`src/rtl/yacht_pkg.sv`:
```
// Shared definitions for the Yacht Dice keypad path: key codes, press FSM
// states, matrix geometry and small bit-map helpers.
package yacht_pkg;

    localparam int SCAN_COLS = 4;
    localparam int SCAN_ROWS = 4;
    localparam int MAP_W     = SCAN_COLS * SCAN_ROWS;

    localparam logic [3:0] KEY_ROLL    = 4'd0;
    localparam logic [3:0] KEY_HOLD_0  = 4'd1;
    localparam logic [3:0] KEY_HOLD_1  = 4'd2;
    localparam logic [3:0] KEY_HOLD_2  = 4'd3;
    localparam logic [3:0] KEY_HOLD_3  = 4'd4;
    localparam logic [3:0] KEY_HOLD_4  = 4'd5;
    localparam logic [3:0] KEY_SEL_UP  = 4'd6;
    localparam logic [3:0] KEY_SEL_DN  = 4'd7;
    localparam logic [3:0] KEY_CONFIRM = 4'd8;

    typedef enum logic {
        ST_RELEASED = 1'b0,
        ST_PRESSED  = 1'b1
    } press_state_e;

    // Position of the set bit in a one-hot map, i.e. col*4 + row.
    function automatic logic [3:0] key_index(input logic [MAP_W-1:0] map);
        logic [3:0] idx;
        idx = 4'd0;
        for (int i = 0; i < MAP_W; i++) begin
            if (map[i]) begin
                idx = 4'(i);
            end
        end
        return idx;
    endfunction

    function automatic logic two_or_more(input logic [MAP_W-1:0] map);
        return (map & (map - 16'd1)) != 16'h0000;
    endfunction

endpackage

```
`src/rtl/keypad_scanner_if.sv`:
```
// Keypad-side and event-side signals of the scanner, bundled for the game board.
interface keypad_scanner_if;
    logic [3:0] key_row;
    logic [3:0] key_col;
    logic       key_valid;
    logic [3:0] key_code;
    logic       key_held;
    logic       multi_key;

    modport master (
        output key_row,
        input  key_col,
        input  key_valid,
        input  key_code,
        input  key_held,
        input  multi_key
    );

    modport slave (
        input  key_row,
        output key_col,
        output key_valid,
        output key_code,
        output key_held,
        output multi_key
    );
endinterface

```
`src/rtl/matrix_debounce.sv`:
```
// Whole-matrix debouncer: accepts a new key map only after DEBOUNCE_FRAMES
// identical consecutive frames.
module matrix_debounce
    import yacht_pkg::*;
#(
    parameter int DEBOUNCE_FRAMES = 4
) (
    input  logic             clk,
    input  logic             reset,
    input  logic             frame_valid_i,
    input  logic [MAP_W-1:0] frame_i,
    output logic [MAP_W-1:0] deb_map_o
);

    localparam int              CNT_W   = $clog2(DEBOUNCE_FRAMES);
    localparam logic [CNT_W-1:0] CNT_MAX = CNT_W'(DEBOUNCE_FRAMES - 1);

    logic [MAP_W-1:0] prev_frame_q, prev_frame_d;
    logic [MAP_W-1:0] deb_map_q, deb_map_d;
    logic [CNT_W-1:0] stable_cnt_q, stable_cnt_d;

    // Frame comparison, saturating stability count and map acceptance.
    always_comb begin
        prev_frame_d = prev_frame_q;
        stable_cnt_d = stable_cnt_q;
        deb_map_d    = deb_map_q;
        if (frame_valid_i) begin
            prev_frame_d = frame_i;
            if (frame_i == prev_frame_q) begin
                if (stable_cnt_q != CNT_MAX) begin
                    stable_cnt_d = stable_cnt_q + CNT_W'(1);
                end else begin
                    stable_cnt_d = stable_cnt_q;
                end
            end else begin
                stable_cnt_d = '0;
            end
            if (stable_cnt_d == CNT_MAX) begin
                deb_map_d = frame_i;
            end else begin
                deb_map_d = deb_map_q;
            end
        end else begin
            deb_map_d = deb_map_q;
        end
    end

    // Debounce state registers.
    always_ff @(posedge clk or posedge reset) begin
        if (reset) begin
            prev_frame_q <= '0;
            stable_cnt_q <= '0;
            deb_map_q    <= '0;
        end else begin
            prev_frame_q <= prev_frame_d;
            stable_cnt_q <= stable_cnt_d;
            deb_map_q    <= deb_map_d;
        end
    end

    assign deb_map_o = deb_map_q;

endmodule

```
`src/rtl/keypad_scanner.sv`:
```
// 4x4 matrix keypad scanner: column multiplexing, row sampling, debounce and
// single-key press event generation for the game FSM.
module keypad_scanner
    import yacht_pkg::*;
#(
    parameter int SCAN_DIV_W      = 14,
    parameter int DEBOUNCE_FRAMES = 4
) (
    input  logic              clk,
    input  logic              reset,
    keypad_scanner_if.slave   kp
);

    logic [SCAN_DIV_W-1:0] dwell_cnt_q, dwell_cnt_d;
    logic [1:0]            col_idx_q, col_idx_d;
    logic [3:0]            key_col_q, key_col_d;
    logic [MAP_W-1:0]      raw_map_q, raw_map_d;
    logic                  frame_done_q, frame_done_d;
    logic                  dwell_end_s;
    logic [MAP_W-1:0]      deb_map_s;

    press_state_e          state_q;
    logic                  key_valid_q;
    logic [3:0]            key_code_q;
    logic                  key_held_q;
    logic                  multi_key_q;

    assign dwell_end_s = &dwell_cnt_q;

    // Next-state logic for the scan counter, column drive and raw sampling.
    always_comb begin
        dwell_cnt_d  = dwell_cnt_q + SCAN_DIV_W'(1);
        raw_map_d    = raw_map_q;
        frame_done_d = 1'b0;
        if (dwell_end_s) begin
            col_idx_d = col_idx_q + 2'd1;
            // Rows read at the very end of the dwell, after a full settle time.
            raw_map_d[{col_idx_q, 2'b00} +: 4] = ~kp.key_row;
            frame_done_d = (col_idx_q == 2'(SCAN_COLS - 1));
        end else begin
            col_idx_d = col_idx_q;
        end
        key_col_d = ~(4'b0001 << col_idx_d);
    end

    // Scan and sampling registers.
    always_ff @(posedge clk or posedge reset) begin
        if (reset) begin
            dwell_cnt_q  <= '0;
            col_idx_q    <= 2'd0;
            key_col_q    <= 4'b1110;
            raw_map_q    <= '0;
            frame_done_q <= 1'b0;
        end else begin
            dwell_cnt_q  <= dwell_cnt_d;
            col_idx_q    <= col_idx_d;
            key_col_q    <= key_col_d;
            raw_map_q    <= raw_map_d;
            frame_done_q <= frame_done_d;
        end
    end

    matrix_debounce #(
        .DEBOUNCE_FRAMES (DEBOUNCE_FRAMES)
    ) u_debounce (
        .clk           (clk),
        .reset         (reset),
        .frame_valid_i (frame_done_q),
        .frame_i       (raw_map_q),
        .deb_map_o     (deb_map_s)
    );

    // Press FSM: one event per press, only for a clean single-key map.
    always_ff @(posedge clk or posedge reset) begin
        if (reset) begin
            state_q     <= ST_RELEASED;
            key_valid_q <= 1'b0;
            key_code_q  <= 4'd0;
            key_held_q  <= 1'b0;
            multi_key_q <= 1'b0;
        end else begin
            key_valid_q <= 1'b0;
            key_held_q  <= |deb_map_s;
            multi_key_q <= two_or_more(deb_map_s);
            case (state_q)
                ST_RELEASED: begin
                    if (deb_map_s != 16'h0000) begin
                        state_q <= ST_PRESSED;
                        if (!two_or_more(deb_map_s)) begin
                            key_valid_q <= 1'b1;
                            key_code_q  <= key_index(deb_map_s);
                        end else begin
                            key_code_q  <= key_code_q;
                        end
                    end else begin
                        state_q <= ST_RELEASED;
                    end
                end
                ST_PRESSED: begin
                    if (deb_map_s == 16'h0000) begin
                        state_q <= ST_RELEASED;
                    end else begin
                        state_q <= ST_PRESSED;
                    end
                end
                default: begin
                    state_q <= ST_RELEASED;
                end
            endcase
        end
    end

    assign kp.key_col   = key_col_q;
    assign kp.key_valid = key_valid_q;
    assign kp.key_code  = key_code_q;
    assign kp.key_held  = key_held_q;
    assign kp.multi_key = multi_key_q;

endmodule

```
`src/flat_wrapper.sv`:
```
// flat-port wrapper written by rule: the top's interface ports become plain ports
module keypad_scanner_flat import yacht_pkg::*;
#(
    parameter int SCAN_DIV_W      = 14,
    parameter int DEBOUNCE_FRAMES = 4
)
  (clk, reset, kp_key_row, kp_key_col, kp_key_valid, kp_key_code, kp_key_held, kp_multi_key);
  keypad_scanner_if kp_i ();
  input  logic clk;
  input  logic reset;
  input wire logic [$bits(kp_i.key_row)-1:0] kp_key_row;
  output wire logic [$bits(kp_i.key_col)-1:0] kp_key_col;
  output wire logic [$bits(kp_i.key_valid)-1:0] kp_key_valid;
  output wire logic [$bits(kp_i.key_code)-1:0] kp_key_code;
  output wire logic [$bits(kp_i.key_held)-1:0] kp_key_held;
  output wire logic [$bits(kp_i.multi_key)-1:0] kp_multi_key;
  assign kp_i.key_row = kp_key_row;
  assign kp_key_col = kp_i.key_col;
  assign kp_key_valid = kp_i.key_valid;
  assign kp_key_code = kp_i.key_code;
  assign kp_key_held = kp_i.key_held;
  assign kp_multi_key = kp_i.multi_key;
  keypad_scanner #(.SCAN_DIV_W(SCAN_DIV_W), .DEBOUNCE_FRAMES(DEBOUNCE_FRAMES)) u_core (.clk(clk), .reset(reset), .kp(kp_i));
endmodule
```
`config.mk`:
```
export PLATFORM = sky130hd
export DESIGN_NAME = keypad_scanner_flat
export DESIGN_NICKNAME = d
export VERILOG_FILES = /design/src/rtl/yacht_pkg.sv /design/src/rtl/keypad_scanner_if.sv /design/src/rtl/matrix_debounce.sv /design/src/rtl/keypad_scanner.sv /design/src/flat_wrapper.sv
export SDC_FILE = /design/constraint.sdc
export NUM_CORES = 1
export LEC_CHECK = 0
export CAP_MARGIN = 20
export CORE_ASPECT_RATIO = 0.7
export CORE_MARGIN = 3
export CORE_UTILIZATION = 45
export CTS_BUF_LIST = sky130_fd_sc_hd__clkbuf_4 sky130_fd_sc_hd__clkbuf_8
export CTS_CLUSTER_SIZE = 10
export DETAILED_ROUTE_END_ITERATION = 8
export PLACE_DENSITY = 0.65
export SLEW_MARGIN = 5
export SYNTH_ARGS = -nofsm -noshare
export SYNTH_HDL_FRONTEND = slang
export SYNTH_SLANG_ARGS = --single-unit
```
`constraint.sdc`:
```
create_clock -name clk -period 4.3 [get_ports clk]
set_clock_uncertainty 0.15 [all_clocks]
set_input_delay 1.29 -clock clk [delete_from_list [all_inputs] [get_ports clk]]
set_output_delay 1.29 -clock clk [all_outputs]
set_load 0.1 [all_outputs]
```
Yosys cells after proc, flatten, opt, wreduce, memory -nomap -nowiden

Cells that the tools add are included.
Widths: inputs -> output; s select.

Add/sub/neg operators: 5
Multipliers: 0
Div/mod/pow operators: 0
Order comparisons: 0
Eq/ne operators: 4
Shift-type cells: 3
Muxes and demuxes: 27
Bitwise gates (word level): 5
Reductions and logical operators: 7

Operators with widths:

| operator               | number |
|---|---|
| $mux 4                 | 8 |
| $reduce_bool 16->1     | 2 |
| $and 16x16->16         | 1 |
| $bwmux 16              | 1 |
| $eq 16x16->1           | 1 |
| $logic_not 16->1       | 1 |
| $reduce_or 16->1       | 1 |
| $shift 4x6->16 const A | 1 |
| $shiftx 4x6->16        | 1 |
| $sub 16x1->16 const B  | 1 |
| $add 14x1->14 const B  | 1 |
| $reduce_and 14->1      | 1 |
| $mux 2                 | 6 |
| $mux 3                 | 4 |
| $not 4->4              | 2 |
| $mux 1                 | 7 |
| $neg 4->6              | 1 |
| $add 2x1->2 const B    | 2 |
| $eq 2x2->1 const B     | 2 |
| $shl 1x2->4 const A    | 1 |
| $reduce_and 3->1       | 1 |
| $ne 2x2->1 const B     | 1 |
| $not 1->1              | 2 |
| $pmux 1 s2             | 1 |
| $reduce_and 2->1       | 1 |

Flip-flop bits (word level): 79
Latch bits: 0
RAM bits: 0
ROM bits: 0
Input bits: 6
Output and inout bits: 11
Word-level logic and storage cells: 64
Memories: 0

Longest topological paths before layout

Gate-level depths: netlist of run 1.

Word-level depth: 15
Depth in mapped cells: 8
Depth with buffers taken out: 7

Cells and area by module

Synthesis of run 1 repeated with hierarchy kept, for this count alone.

Cells, all modules: 293
Area total of the unflattened synthesis: 3667.3 µm²

Modules (own cells, without submodules):

| module          | instances | cells an instance | area an instance (µm²) |
|---|---|---|---|
| keypad_scanner  | 1         | 194               | 2162.1 |
| matrix_debounce | 1         | 99                | 1505.2 |

Worst setup path after synthesis of run 1

OpenSTA, ideal clock, no wires.

Path type: reg-to-reg
From: register u_core.u_debounce.deb_map_q[1], in the netlist u_core.u_debounce.deb_map_o[1]
To: register u_core.key_code_q[1], in the netlist u_core.kp.key_code[1]
Library setup time: 0.125 ns
Arrival time: 2.296 ns
Required time: 4.025 ns
Path slack: 1.728 ns
Stages on the path, launching flop included: 7
Buffers on the path: 0
Path through: dfrtp_1 > or4_4 > or3_4 > o31a_1 > nor4_4 > nand2_2 > mux2_4

Longest elaborated chain between the ends: 5
Elaborated cells between the ends (all ways): 6

RTL lines:

| element                      | line                  | RTL |
|---|---|---|
| start: declaration           | matrix_debounce.sv:19 | `logic [MAP_W-1:0] deb_map_q, deb_map_d;` |
| start signal: assignment     | matrix_debounce.sv:57 | `deb_map_q <= deb_map_d;` |
| $sub 16x1->16                | yacht_pkg.sv:37       | `return (map & (map - 16'd1)) != 16'h0000;` |
| $and 16x16->16               | yacht_pkg.sv:37       |  |
| $reduce_bool 16->1           | yacht_pkg.sv:37       |  |
| $not 1->1 (no line)          | n/a                   |  |
| $reduce_and 3->1 (no line) * | n/a                   |  |
| end signal: assignment       | keypad_scanner.sv:91  | `key_code_q <= key_index(deb_map_s);` |
| end signal: assignment       | keypad_scanner.sv:93  | `key_code_q <= key_code_q;` |
| end: declaration             | keypad_scanner.sv:24  | `logic [3:0] key_code_q;` |

Every way passes the cells marked *; elsewhere a longest branch is shown, timed or not.
A chain may end at the register's enable or synchronous reset.

Worst setup path in the final report of run 1

From: register u_core.key_code_q[2], in the netlist u_core.kp.key_code[2]
To: output port kp_key_code[2]

RTL lines:

| element          | line               | RTL |
|---|---|---|
| end: declaration | flat_wrapper.sv:14 | `output wire logic [$bits(kp_i.key_code)-1:0] kp_key_code;` |

No word-level cell between the ends.

==> results.cfg, run 1 <==
[power]
irDropWorstVdd_v = 0.0001622
p_int_uw = 948.2
p_comb_share_pct = 1.8
leakagePower_nw = 1.846
clkPwrFrac_pct = 39.1
swShare_pct = 23.46
power_density_nw_per_um2 = 313.8
seqPwrFrac_pct = 59.2
p_sw_uw = 290.6

[layout]
num_antenna_cells = 0
fin_nets = 334
nFillCells = 664
areaGrowthSynthToFinish_pct = 12.48
drive_above_1_share_pct = 19.51
final_util_pct = 53.22

[synth]
synth_edf_count = 0
async_reset_ff_share_pct = 100.0
synth_cell_type_count = 36
synth_flop_cell = dfrtp_1
ys_ff_latch = 78
netlist_area_um2 = 3510
syn_nets = 313
yosys_warnings = 0
syn_inst = 302
avgSynthCellArea_um2 = 11.62
synth-seq-area-share_pct = 55.72

[worst_setup_path]
critPathRequiredTime_ns = 2.86
critPathKind = flop to output port
crit_slowest_cell = clkdlybuf4s50_1
cpLargestDelayFamily = buffers and inverters
endpoint_kind = output port
crit_path_max_incr_delay_ns = 1.13
worstPathArrival_ns = 1.84
crit_chain = clkdlybuf4s50_1
startpoint = u_core.kp.key_code[2]$_DFFE_PP0P_
critPathMaxFanout = 2
r2r-start = u_core.raw_map_q[15]$_DFFE_PP0P_
path_buf_inv = 1
start_kind = flop

[place]
hpwl_um = 4793
gp_congestion = 0.7988
numPortBuffers = 16

[clock_tree]
clockBufferDepth = 2
cts_hold_buf = 0
cts-resized-gates = 0
numCtsBuffers = 9
cts_setup_buffers = 0
clk_pin_slew_ns = 0.08
tritoncts = done
insertion_delay_ns = 0.35
htreeDepth = 3
root_buffer = clkbuf_8
cts.sinks = 78

[route]
drc_errors = 0
wl_um = 6599
vias = 2290
vias_per_cell = 5.376
drtPass1Iterations = 4
antenna_left = 0
drtIter0Drc = 100
wire_per_inst_um = 15.49

[global_route]
grt_pass1_vias = 2216
antenna_found_initial = 0
grt_pass1_wl_um = 11340
gr-usage-all-layers_pct = 16.29
grt_max_degree = 33
grt_overflow = 0

[sta]
max_freq_mhz = 305.1
timing.slew.headroom_pct = 35.49
tightestPinTransition_ns = 0.9646
setup_viol = 0
finalCritPeriodShare_pct = 76.23
rsz0062_at_grt = false
timing.final.crit_period_ns = 3.278
setup_tns_ns = 0
slew_viol_final = 0
hold_viol = 0

[run_status]
run_status = finished clean

[worst_hold_path]
min-delay-start = u_core.dwell_cnt_q[12]$_DFF_PP0_
hp-class = flop to flop

[floorplan]
die_y_um = 79.89
start_util_pct = 47.32
num_rows = 26
dieWidth_um = 111.6
core_um2 = 7417
die_area_um2 = 8912
pin_count = 17

[flow_run]
maxCapViolations = 0
## registers in the layout, summed over array words and instances (netlist names)
name and count:
u_core.u_debounce.prev_frame_q 16, u_core.kp.key_code 4, u_core.kp.key_held 1, u_core.kp.key_col 4, u_core.u_debounce.deb_map_o 16, u_core.dwell_cnt_q 14, u_core.kp.multi_key 1, u_core.u_debounce.stable_cnt_q 2
u_core.kp.key_valid 1, u_core.col_idx_q 2, u_core.raw_map_q 16, u_core.frame_done_q 1
## stage by stage
stage | power (mW) | cell area, um2 | hold slack [ns] | setup slack (ns) | cells
floorplan | 0.7582 | 3510 | 0.2887 | 0.8699 | 302
global placement | 0.7708 | 3772 | 0.3102 | 1.411 | 410
detailed placement | 0.7712 | 3772 | 0.3133 | 1.390 | 410
CTS | 1.257 | 3948 | 0.3287 | 0.9988 | 426
global route | 1.293 | 3948 | 0.3371 | 0.9699 | 426
finish | 1.239 | 3948 | 0.3201 | 1.022 | 426
## per-layer routing
layer,GRT usage [%],part of all wire (%)
met1,23.78,53
met2,23.16,43
met3,5.758,3.9
met4,3.888,0.41
met5,0,0
## cell families (layout without fill, tap and decap cells)
family,count (synthesis),after routing,synth area share (%)
flip-flops,78,78,55.72
XOR/XNOR,29,29,7.237
AO/OA/AOI/OAI,43,43,8.128
buffers and inverters,21,47,2.281
adder cells (fa/ha/maj),9,9,2.959
AND/OR/NAND/NOR,89,89,12.76
multiplexers,33,33,10.91
## path summary, 6_finish.rpt
| kind | endpoint | slack, ns | cells past startpoint |
|---|---|---|---|
| worst max-delay path | kp_key_code[2] | 1.02 | 1 |
| worst min-delay path | u_core.dwell_cnt_q[12]$_DFF_PP0_ | 0.32 | 1 |
| worst max register to register | u_core.u_debounce.deb_map_o[2]$_DFFE_PP0P_ | 1.50 | 5 |
| max in group asynchronous | u_core.u_debounce.prev_frame_q[13]$_DFFE_PP0P_ | 1.99 | 3 |
| worst min register to register | u_core.dwell_cnt_q[12]$_DFF_PP0_ | 0.32 | 1 |
| min in group asynchronous | u_core.u_debounce.prev_frame_q[14]$_DFFE_PP0P_ | 1.21 | 2 |
## layout by cell type (no fill, tap or decap), types with 3 or more instances in the layout
cell type | Yosys | routed
nand2_1 | 33 | 33
nand4_1 | 5 | 5
or3_1 | 3 | 3
xor2_1 | 4 | 4
a31oi_1 | 6 | 6
dfrtp_1 | 75 | 75
maj3_1 | 3 | 3
o31ai_1 | 13 | 13
clkbuf_8 | 0 | 9
dfstp_2 | 3 | 3
ha_1 | 5 | 5
clkdlybuf4s50_1 | 0 | 13
nand3_1 | 9 | 9
nor4_1 | 6 | 6
buf_4 | 0 | 6
xnor2_1 | 25 | 25
mux2_4 | 3 | 3
nor3_1 | 9 | 9
o41ai_1 | 4 | 4
a21oi_1 | 7 | 7
nor2_1 | 13 | 13
and3_1 | 4 | 4
inv_1 | 12 | 11
o21ai_0 | 7 | 7
mux2_2 | 30 | 30
clkinv_4 | 0 | 3
## worst register-to-register path, delay by kind of cell, from the launching register on
| family | cells | cell delay, ns |
|---|---|---|
| simple gates | 3 | 1.47 |
| xor+xnor | 1 | 0.19 |
| mux | 1 | 0.42 |
| flops | 1 | 0.44 |
## power groups by stage
stage | Sequential [mW] | Combinational, mW | Clock, mW
6_report | 0.733 | 0.0221 | 0.484
5_1_grt | 0.733 | 0.0258 | 0.534
4_1_cts | 0.733 | 0.0237 | 0.501
3_5_place_dp | 0.747 | 0.0237 | 0
3_3_place_gp | 0.747 | 0.0234 | 0
2_1_floorplan | 0.748 | 0.0107 | 0
## synth_stat cells, types with 6 or more instances
library cell | n | area, um2
nand3_1 | 9 | 45.04
dfrtp_1 | 75 | 1877
o31ai_1 | 13 | 97.59
nand2_1 | 33 | 123.9
a31oi_1 | 6 | 37.54
clkbuf_1 | 8 | 30.03
mux2_2 | 30 | 337.8
inv_1 | 12 | 45.04
xnor2_1 | 25 | 219.0
nor4_1 | 6 | 37.54
nor3_1 | 9 | 45.04
o21ai_0 | 7 | 35.03
nor2_1 | 13 | 48.80
a21oi_1 | 7 | 35.03
## layout make-up
type / instances / area [um2] / area share (%)
Clock buffer: 9 / 123.9 / 3.138
Clock inverter: 7 / 51.30 / 1.300
Inverter: 12 / 45.04 / 1.141
Multi-Input combinational cell: 203 / 1474 / 37.34
Sequential cell: 78 / 1956 / 49.54
Tap cell: 98 / 122.6 / 3.106
Timing Repair Buffer: 19 / 175.2 / 4.437
No activity file was read; power rests on OpenSTA's default activity.
==> inputs of run 2 (changes only) <==
Settings changed: PLACE_DENSITY 0.65 to 0.68.
Clock period 4.3 ns to 3 ns, I/O delays scaled along.
==> run 2 against run 1 <==
Effect of this change:
- first-iteration DRC count decreased by 11%
- critical path type is now flop to flop
- power increased by 57%
- worst setup slack got worse by 0.73 ns
- cell area increased by 1.5%
- clock power increased by 77%
- sequential share of layout area decreased by 0.73 points
==> results.cfg, run 2 (synthesized netlist as in run 1, its figures left out) <==
[worst_setup_path]
critPathKind = flop to flop
ff2ff_setup_slack_ns = 0.30
critPathRequiredTime_ns = 3.09
worstPathArrival_ns = 2.79
cpLargestDelayFamily = simple AND/OR/NAND/NOR gates
crit_path_max_incr_delay_ns = 0.60
crit_slowest_cell = or4_1
endpoint_kind = flop
path_buf_inv = 0
crit_chain = or4_1, or3_4, o31a_1, nor4_4, nand2_2, mux2_4
critPathMaxFanout = 6
start_kind = flop

[global_route]
grt_overflow = 0
gr-usage-all-layers_pct = 16.32
grt_pass1_wl_um = 11360
grt_max_degree = 32
grt_pass1_vias = 2249
antenna_found_initial = 0

[run_status]
run_status = finished clean

[layout]
nFillCells = 681
drive_above_1_share_pct = 22.19
seqCellArea_um2 = 1956
areaGrowthSynthToFinish_pct = 14.15
layout_commonest_cell = dfrtp_1
multiInputGateArea_um2 = 1474
num_antenna_cells = 0
fin_nets = 335
final_cell_mix = dfrtp_1 (75), nand2_1 (33), mux2_2 (30)
final_util_pct = 54.01

[power]
seqPwrFrac_pct = 54.1
irDropWorstVdd_v = 0.0002269
p_sw_uw = 402.4
swShare_pct = 20.72
power_density_nw_per_um2 = 484.7
leakagePower_nw = 1.898
p_int_mw = 1.540
clkPwrFrac_pct = 44.0
p_comb_share_pct = 1.9

[sta]
rsz0062_at_grt = false
holdWs_ns = 0.3214
hold_viol = 0
setup_viol = 0
setup_tns_ns = 0
max_freq_mhz = 369.8
tightestPinTransition_ns = 0.6297
slew_viol_final = 0
timing.slew.headroom_pct = 57.93
timing.final.crit_period_ns = 2.704
finalCritPeriodShare_pct = 90.15

[clock_tree]
numCtsBuffers = 9
clk_pin_slew_ns = 0.08
cts.sinks = 78
insertion_delay_ns = 0.35
cts_hold_buf = 0
cts_setup_buffers = 0
cts-resized-gates = 0
clockBufferDepth = 2
htreeDepth = 3
root_buffer = clkbuf_8
tritoncts = done

[route]
antenna_left = 0
wl_um = 6327
vias = 2255
drc_errors = 0
drtIter0Drc = 89
drtPass1Iterations = 4
wire_per_inst_um = 14.82
vias_per_cell = 5.281

[floorplan]
die_y_um = 79.89
core_um2 = 7417
num_rows = 26
start_util_pct = 47.32
pin_count = 17
die_area_um2 = 8912
dieWidth_um = 111.6

[place]
hpwl_um = 4562
gp_congestion = 0.8574
numPortBuffers = 16

[flow_run]
maxCapViolations = 0

[worst_hold_path]
hp-class = flop to flop
[run 2: changes by cell type in the layout (fill, tap and decap cells not counted), sizes merged]
cell and delta:
buf +9, clkdlybuf4s50 -8, clkinv -3, bufinv +2, clkbuf +1
[run 2: area by class of cell]
class / instances / share of cell area, %
Inverter: 12 / 1.218
Sequential cell: 78 / 48.81
Multi-Input combinational cell: 203 / 36.79
Tap cell: 98 / 3.061
Clock buffer: 10 / 3.279
Timing Repair Buffer: 20 / 4.685
Clock inverter: 6 / 2.155
[run 2: per-layer routing]
layer,track usage (%),part of all wire (%),wire length [um],up-vias
met4,5.468,1.3,83,0
met5,0,0,0,-
met2,22.92,40,2548,31
met1,24.11,55,3466,1089
li1,-,-,-,1127
met3,4.697,3.6,228,8
[run 2: final timing paths]
kind | startpoint | to | cells after the start
min reg2reg | u_core.dwell_cnt_q[12]$_DFF_PP0_ | u_core.dwell_cnt_q[12]$_DFF_PP0_ | 1
max | u_core.u_debounce.deb_map_o[2]$_DFFE_PP0P_ | u_core.kp.key_code[2]$_DFFE_PP0P_ | 6
min in group asynchronous | reset | u_core.kp.key_held$_DFF_PP0_ | 2
min | u_core.dwell_cnt_q[12]$_DFF_PP0_ | u_core.dwell_cnt_q[12]$_DFF_PP0_ | 1
max in group asynchronous | reset | u_core.u_debounce.prev_frame_q[0]$_DFFE_PP0P_ | 3
max reg2reg | u_core.u_debounce.deb_map_o[2]$_DFFE_PP0P_ | u_core.kp.key_code[2]$_DFFE_PP0P_ | 6
[run 2: stage by stage]
step / cell area, um2 / power [mW] / setup WS, ns / cells
6_report: 4006 / 1.942 / 0.2956 / 427
5_1_grt: 4006 / 2.028 / 0.1980 / 427
4_1_cts: 4006 / 1.971 / 0.2941 / 427
3_5_place_dp: 3789 / 1.110 / 0.3029 / 411
3_3_place_gp: 3789 / 1.110 / 0.3551 / 411
2_1_floorplan: 3513 / 1.087 / 0.4281 / 302
[run 2: power by group through the flow]
stage / sequential (mW) / clock (mW) / combinational [mW]
CTS: 1.05 / 0.882 / 0.0383
detailed placement: 1.07 / 0 / 0.0384
global placement: 1.07 / 0 / 0.0384
finish: 1.05 / 0.855 / 0.0363
global route: 1.05 / 0.936 / 0.0421
floorplan: 1.07 / 0 / 0.0156
[run 2: worst reg2reg max path: stages, from the launching register on]
cell,delay [ns]
dfrtp_1,0.43
or4_1,0.60
or3_4,0.36
o31a_1,0.28
nor4_4,0.30
nand2_2,0.16
mux2_4,0.33
